[src/rtl/md_pkg.sv]
// Shared definitions for the iterative multiply/divide unit: op codes, FSM states
// and op classification helpers.
package md_pkg;

    localparam logic [3:0] OP_NOP   = 4'd0;
    localparam logic [3:0] OP_MULT  = 4'd1;
    localparam logic [3:0] OP_MULTU = 4'd2;
    localparam logic [3:0] OP_DIV   = 4'd3;
    localparam logic [3:0] OP_DIVU  = 4'd4;
    localparam logic [3:0] OP_MADD  = 4'd5;
    localparam logic [3:0] OP_MADDU = 4'd6;
    localparam logic [3:0] OP_MSUB  = 4'd7;
    localparam logic [3:0] OP_MSUBU = 4'd8;
    localparam logic [3:0] OP_MTHI  = 4'd9;
    localparam logic [3:0] OP_MTLO  = 4'd10;

    typedef enum logic [1:0] {
        ST_IDLE = 2'd0,
        ST_RUN  = 2'd1,
        ST_FIX  = 2'd2
    } state_e;

    function automatic logic is_multicycle(input logic [3:0] op);
        return (op >= OP_MULT) && (op <= OP_MSUBU);
    endfunction

    function automatic logic is_signed(input logic [3:0] op);
        return (op == OP_MULT) || (op == OP_DIV) || (op == OP_MADD) || (op == OP_MSUB);
    endfunction

    function automatic logic is_div(input logic [3:0] op);
        return (op == OP_DIV) || (op == OP_DIVU);
    endfunction

endpackage

[src/rtl/md_iter_unit_div_step.sv]
// Combinational restoring-divide slice: STEPS quotient bits per evaluation on
// unsigned magnitudes. The quotient register shifts dividend bits out the top.
module md_div_step #(
    parameter int WIDTH = 32,
    parameter int STEPS = 1
) (
    input  logic [WIDTH-1:0] rem_i,
    input  logic [WIDTH-1:0] quo_i,
    input  logic [WIDTH-1:0] div_i,
    output logic [WIDTH-1:0] rem_o,
    output logic [WIDTH-1:0] quo_o
);

    logic [WIDTH:0]   trial;
    logic [WIDTH-1:0] rem;
    logic [WIDTH-1:0] quo;

    always_comb begin
        rem   = rem_i;
        quo   = quo_i;
        trial = '0;
        for (int s = 0; s < STEPS; s++) begin
            trial = {rem, quo[WIDTH-1]};
            quo   = {quo[WIDTH-2:0], 1'b0};
            if (trial >= {1'b0, div_i}) begin
                trial  = trial - {1'b0, div_i};
                quo[0] = 1'b1;
            end
            rem = trial[WIDTH-1:0];
        end
        rem_o = rem;
        quo_o = quo;
    end

endmodule

[src/rtl/md_iter_unit.sv]
// Iterative multiply/divide unit owning HI/LO. Define MD_EARLY_TERM_EN to let
// multiplies stop on an exhausted multiplier and divides skip leading zero digits.
module md_iter_unit
    import md_pkg::*;
#(
    parameter int WIDTH           = 32,
    parameter int STEPS_PER_CYCLE = 1
) (
    input  logic             clk,
    input  logic             rst_n,
    input  logic             start,
    input  logic [3:0]       op,
    input  logic [WIDTH-1:0] src_a,
    input  logic [WIDTH-1:0] src_b,
    input  logic             cancel,
    output logic             busy,
    output logic             done,
    output logic [WIDTH-1:0] hi,
    output logic [WIDTH-1:0] lo
);

    localparam int NIT = WIDTH / STEPS_PER_CYCLE;
    localparam int CW  = $clog2(NIT + 1);

    state_e             state_q, state_d;
    logic [CW-1:0]      cnt_q, cnt_d;
    logic [2*WIDTH-1:0] acc_q, acc_d;
    logic [2*WIDTH-1:0] mcand_q, mcand_d;
    logic [WIDTH-1:0]   mplr_q, mplr_d;
    logic [WIDTH-1:0]   hi_q, hi_d, lo_q, lo_d;
    logic [3:0]         op_q, op_d;
    logic               neg_q, neg_d, rneg_q, rneg_d, done_q, done_d;

    logic               sa, sb, div_zero, go, launch;
    logic [WIDTH-1:0]   mag_a, mag_b;
    logic [CW-1:0]      skip;

    always_comb begin
        sa       = is_signed(op) & src_a[WIDTH-1];
        sb       = is_signed(op) & src_b[WIDTH-1];
        mag_a    = sa ? -src_a : src_a;
        mag_b    = sb ? -src_b : src_b;
        div_zero = is_div(op) & (src_b == '0);
        go       = start & ~cancel;
        launch   = go & is_multicycle(op) & ~div_zero;
    end

`ifdef MD_EARLY_TERM_EN
    // Leading all-zero digits of the dividend produce zero quotient digits and
    // leave the remainder at zero, so they can be consumed up front. At least one
    // digit is always left for the RUN state.
    logic zero_run;
    always_comb begin
        skip     = '0;
        zero_run = 1'b1;
        for (int g = NIT - 1; g > 0; g--) begin
            if (zero_run && (mag_a[g*STEPS_PER_CYCLE +: STEPS_PER_CYCLE] == '0))
                skip = skip + 1'b1;
            else
                zero_run = 1'b0;
        end
    end
`else
    assign skip = '0;
`endif

    logic [WIDTH-1:0] dv_rem, dv_quo;

    md_div_step #(
        .WIDTH (WIDTH),
        .STEPS (STEPS_PER_CYCLE)
    ) u_div_step (
        .rem_i (acc_q[2*WIDTH-1:WIDTH]),
        .quo_i (acc_q[WIDTH-1:0]),
        .div_i (mcand_q[WIDTH-1:0]),
        .rem_o (dv_rem),
        .quo_o (dv_quo)
    );

    logic [2*WIDTH-1:0] ml_acc, ml_cand;
    logic [WIDTH-1:0]   ml_plr;

    always_comb begin
        ml_acc  = acc_q;
        ml_cand = mcand_q;
        ml_plr  = mplr_q;
        for (int s = 0; s < STEPS_PER_CYCLE; s++) begin
            if (ml_plr[0])
                ml_acc = ml_acc + ml_cand;
            ml_cand = ml_cand << 1;
            ml_plr  = ml_plr >> 1;
        end
    end

    logic [2*WIDTH-1:0] prod, fix_res;
    logic [WIDTH-1:0]   quo_s, rem_s;

    always_comb begin
        prod  = neg_q  ? -acc_q : acc_q;
        quo_s = neg_q  ? -acc_q[WIDTH-1:0] : acc_q[WIDTH-1:0];
        rem_s = rneg_q ? -acc_q[2*WIDTH-1:WIDTH] : acc_q[2*WIDTH-1:WIDTH];
        case (op_q)
            OP_MADD, OP_MADDU: fix_res = {hi_q, lo_q} + prod;
            OP_MSUB, OP_MSUBU: fix_res = {hi_q, lo_q} - prod;
            OP_DIV, OP_DIVU:   fix_res = {rem_s, quo_s};
            default:           fix_res = prod;
        endcase
    end

    always_comb begin
        state_d = state_q;
        cnt_d   = cnt_q;
        acc_d   = acc_q;
        mcand_d = mcand_q;
        mplr_d  = mplr_q;
        hi_d    = hi_q;
        lo_d    = lo_q;
        op_d    = op_q;
        neg_d   = neg_q;
        rneg_d  = rneg_q;
        done_d  = 1'b0;
        case (state_q)
            ST_IDLE: begin
                if (launch) begin
                    state_d = ST_RUN;
                    op_d    = op;
                    neg_d   = sa ^ sb;
                    rneg_d  = sa;
                    if (is_div(op)) begin
                        acc_d   = {{WIDTH{1'b0}}, mag_a << (skip * STEPS_PER_CYCLE)};
                        mcand_d = {{WIDTH{1'b0}}, mag_b};
                        mplr_d  = '0;
                        cnt_d   = CW'(NIT) - skip;
                    end else begin
                        acc_d   = '0;
                        mcand_d = {{WIDTH{1'b0}}, mag_a};
                        mplr_d  = mag_b;
                        cnt_d   = CW'(NIT);
                    end
                end else if (go && (op == OP_MTHI)) begin
                    hi_d = src_a;
                end else if (go && (op == OP_MTLO)) begin
                    lo_d = src_a;
                end
            end
            ST_RUN: begin
                if (cancel) begin
                    state_d = ST_IDLE;
                end else begin
                    cnt_d = cnt_q - 1'b1;
                    if (is_div(op_q)) begin
                        acc_d = {dv_rem, dv_quo};
                    end else begin
                        acc_d   = ml_acc;
                        mcand_d = ml_cand;
                        mplr_d  = ml_plr;
                    end
                    if (cnt_d == '0)
                        state_d = ST_FIX;
`ifdef MD_EARLY_TERM_EN
                    if (!is_div(op_q) && (ml_plr == '0))
                        state_d = ST_FIX;
`endif
                end
            end
            ST_FIX: begin
                state_d = ST_IDLE;
                if (!cancel) begin
                    {hi_d, lo_d} = fix_res;
                    done_d       = 1'b1;
                end
            end
            default: state_d = ST_IDLE;
        endcase
    end

    always_ff @(posedge clk or negedge rst_n) begin
        if (!rst_n) begin
            state_q <= ST_IDLE;
            cnt_q   <= '0;
            acc_q   <= '0;
            mcand_q <= '0;
            mplr_q  <= '0;
            hi_q    <= '0;
            lo_q    <= '0;
            op_q    <= OP_NOP;
            neg_q   <= 1'b0;
            rneg_q  <= 1'b0;
            done_q  <= 1'b0;
        end else begin
            state_q <= state_d;
            cnt_q   <= cnt_d;
            acc_q   <= acc_d;
            mcand_q <= mcand_d;
            mplr_q  <= mplr_d;
            hi_q    <= hi_d;
            lo_q    <= lo_d;
            op_q    <= op_d;
            neg_q   <= neg_d;
            rneg_q  <= rneg_d;
            done_q  <= done_d;
        end
    end

    assign busy = (state_q != ST_IDLE) | launch;
    assign done = done_q;
    assign hi   = hi_q;
    assign lo   = lo_q;

endmodule

[config.mk]
export PLATFORM = sky130hd
export DESIGN_NAME = md_iter_unit
export DESIGN_NICKNAME = d
export VERILOG_FILES = /design/src/rtl/md_pkg.sv /design/src/rtl/md_iter_unit_div_step.sv /design/src/rtl/md_iter_unit.sv
export SDC_FILE = /design/constraint.sdc
export NUM_CORES = 1
export LEC_CHECK = 0
export ABC_AREA = 1
export BUFFER_PORTS_ARGS = -buffer_cell sky130_fd_sc_hd__buf_2
export CAP_MARGIN = 20
export CORE_MARGIN = 10
export CORE_UTILIZATION = 40
export CTS_BUF_LIST = sky130_fd_sc_hd__clkbuf_8
export DETAILED_ROUTE_END_ITERATION = 8
export SYNTH_ARGS = -nofsm -noshare
export SYNTH_HDL_FRONTEND = slang
export SYNTH_SLANG_ARGS = --single-unit
export TNS_END_PERCENT = 5
[constraint.sdc]
create_clock -name clk -period 6.25 [get_ports clk]
set_clock_uncertainty 0.1 [all_clocks]
set_input_delay 0 -clock clk [delete_from_list [all_inputs] [get_ports clk]]
set_output_delay 0 -clock clk [all_outputs]
set_load 0.01 [all_outputs]
==> impl_metrics.toml <==
[timing]
hold_viol_final = 0
rsz0062_at_grt = "false"
min_period_ps = 5794
tightest_slew_ps = 1023
maxSlewViolCount = 0
setup_ws_ps = 456.2
setup_violations = 0
hold-worst-slack_ps = 84.32
slew_headroom_pct = 31.79
fin_setup_tns_ps = 0
finalCritPeriodShare_pct = 92.70
fmax_ghz = 0.1726

[logic_synthesis]
async_flop_share_pct = 100.0
postSynthAreaPerCell_sq_um = 6.173
netlist_instances = 4602
ys_types = 63
synth_seq_cells = 239
ys_seq_area_share_pct = 21.05
synthFlopType = "dfrtp_1"
yosysWarningCount = 0
synth-edff-count = 0
syn_nets = 4842
synthesis.area_sq_um = 28410

[setup_path]
worst_path_most_repeated_cell = "nand2_1"
end_kind = "flop"
crit_family = "simple AND/OR/NAND/NOR gates"
cp.arrival_ps = 6250
startpoint_type = "flop"
worst-path-buf-inv = 2
crit_required_ps = 6710
crit_slowest_cell = "dfrtp_1"
critPathKind = "flop to flop"
max_stage_delay_ps = 410
crit_fanout = 6

[final_layout]
multiInputGateArea_sq_um = 19650
final_common_cell = "nand2_1"
mostFrequentLayoutCells = "987 x nand2_1, 590 x inv_1, 523 x nor2_1"
seq_area_sq_um = 5982
fin_cells = 5770
final_core_util_pct = 45.73
finish.net_count = 5029
finish.instance_area_sq_um = 32140
fill_cells = 7636
drive_gt1_share_pct = 8.368
area_growth_pct = 13.14

[floorplan]
fp.dieArea_sq_um = 82070
coreArea_sq_um = 70270
dieHeight_um = 286.5
fp-row-count = 97
initial_core_util_pct = 40.42
io_pins = 138
chipWidth_um = 286.5

[clock_tree]
clkSinkCount = 239
cts.htree.levels = 2
clk_path_buf_depth = 3
cts_tree = "done"
post_cts.repair.setup_buffers = 0
cts_buffers = 50
clk_latency_ps = 690
clockRootBuffer = "clkbuf_8"
clkTransAtPathRegs_ps = 60

[power_and_ir_drop]
pwr-share-comb_pct = 74.7
power_switching_mw = 11.12
power_mw = 18.48
irDropWorstVdd_uv = 218.2
p_per_area_nw_per_um2 = 574.9
p_int_mw = 7.353
pwr-share-clk_pct = 10.0
p_seq_share_pct = 15.4
swShare_pct = 60.21
power.leakage_nw = 15.47

[route]
avgViaCountPerCell = 5.723
drc_errors = 0
firstDrtPassIters = 7
ant_nets = 0
via_count = 33019
wire_per_inst_um = 22.91
detail_route.iter0.violations = 4095
wirelength_um = 132200

[flow_run]
drv_cap = 0

[placed_design]
dp_cells = 5581
postPlaceCellArea_sq_um = 30090
portBuffers = 137
detailedPlace.worstSlack_ps = 631.0
gp_congestion = 1.052
hpwl_um = 106400

[grt]
grt_usage_pct = 31.30
grt_overflow_total = 0
first_global_vias = 31430
grt_start_max_net_pins = 89
antenna_found_initial = 2
grt_pass1_wl_um = 197800

[worst_hold_path]
hold_path.class = "input port to flop"

[status]
status = "finished, final reports clean"
## worst min-delay path: stages
cell,delay [ps]
dlygate4sd3_1,540
buf_2,140
nand2_1,50
o21ai_0,80
## power groups by stage
stage               clock (mW)  sequential (mW)  combinational (mW)
floorplan                    0             2.61                8.98
global placement             0             2.82                13.4
detailed placement           0             2.82                13.3
CTS                       1.87             2.80                13.4
global route              1.94             2.89                15.1
finish                    1.84             2.84                13.8
## cell families (layout without fill, tap and decap cells)
kind of cell	after synthesis	count (layout)	share of synthesized area, %
DFF	239	239	21.05
AOI/OAI and AO/OA	1230	1230	24.73
buffers and inverters	741	967	10.06
other	0	2	0
and+or+nand+nor	2014	2014	30.17
xor gates and xnor gates	210	210	6.501
adders and majority gates	168	168	7.479
## final timing paths
check	startpoint	end	slack (ps)	cells past startpoint
max	acc_q[1]$_DFFE_PN0P_	hi[18]$_DFFE_PN0P_	460	29
min	op[3]	op_q[3]$_DFFE_PN0P_	80	4
max reg2reg	acc_q[1]$_DFFE_PN0P_	hi[18]$_DFFE_PN0P_	460	29
min reg2reg	cnt_q[1]$_DFFE_PN0P_	cnt_q[1]$_DFFE_PN0P_	380	2
max in group asynchronous	rst_n	hi[30]$_DFFE_PN0P_	4690	4
min in group asynchronous	rst_n	mplr_q[14]$_DFFE_PN0P_	350	4
## synthesized netlist by cell type, types with 24 or more instances
cell type / n / area share [%]
a31oi_1: 73 / 1.6
ha_1: 165 / 7.3
nand2_1: 988 / 13
o211ai_1: 36 / 0.95
nand2_2: 26 / 0.57
a21o_1: 24 / 0.63
a22oi_1: 24 / 0.63
nor2_1: 528 / 7.0
o21a_1: 36 / 0.95
o21ai_0: 450 / 7.9
clkbuf_1: 98 / 1.3
xnor2_1: 55 / 1.7
nand3_1: 259 / 4.6
or2_2: 32 / 0.70
dfrtp_1: 239 / 21
a21oi_1: 393 / 6.9
buf_2: 31 / 0.55
inv_1: 580 / 7.7
xor2_1: 154 / 4.7
nor4_1: 29 / 0.64
nand4_1: 46 / 1.0
o22ai_1: 53 / 1.2
o221ai_1: 25 / 0.77
nor3_1: 48 / 0.85
## routing by layer
metal	global-route usage (%)	wire length, um	vias up	part of all wire (%)
met2	47.64	56600	1549	43
met5	0	13	-	0.0098
met3	4.789	10410	274	7.9
met1	42.81	58280	15361	44
met4	14.82	6900	2	5.2
li1	-	-	15833	-
## registers in the layout (all words and copies together) (netlist names)
signal,count
acc_q,64
mcand_q,64
hi,32
lo,32
mplr_q,32
cnt_q,6
op_q,4
state_q,2
done,1
neg_q,1
rneg_q,1
## final cells by class
class                   instances  area share, %
well taps                     940          3.660
repair buffers                278          6.299
clock inverters                30         0.6696
inverters                     598          7.000
diodes                          2        0.01557
flip-flops and latches        239          18.61
clock buffers                  61          2.612
multi-input cells            3622          61.13
## timing repair
item,4_1_cts,5_1_grt
hold buffers,96,0
endpoints found under the setup margin,0,4
resized for setup,0,3
hold endpoints to repair,398,0
(Power assumes the default switching activity.)
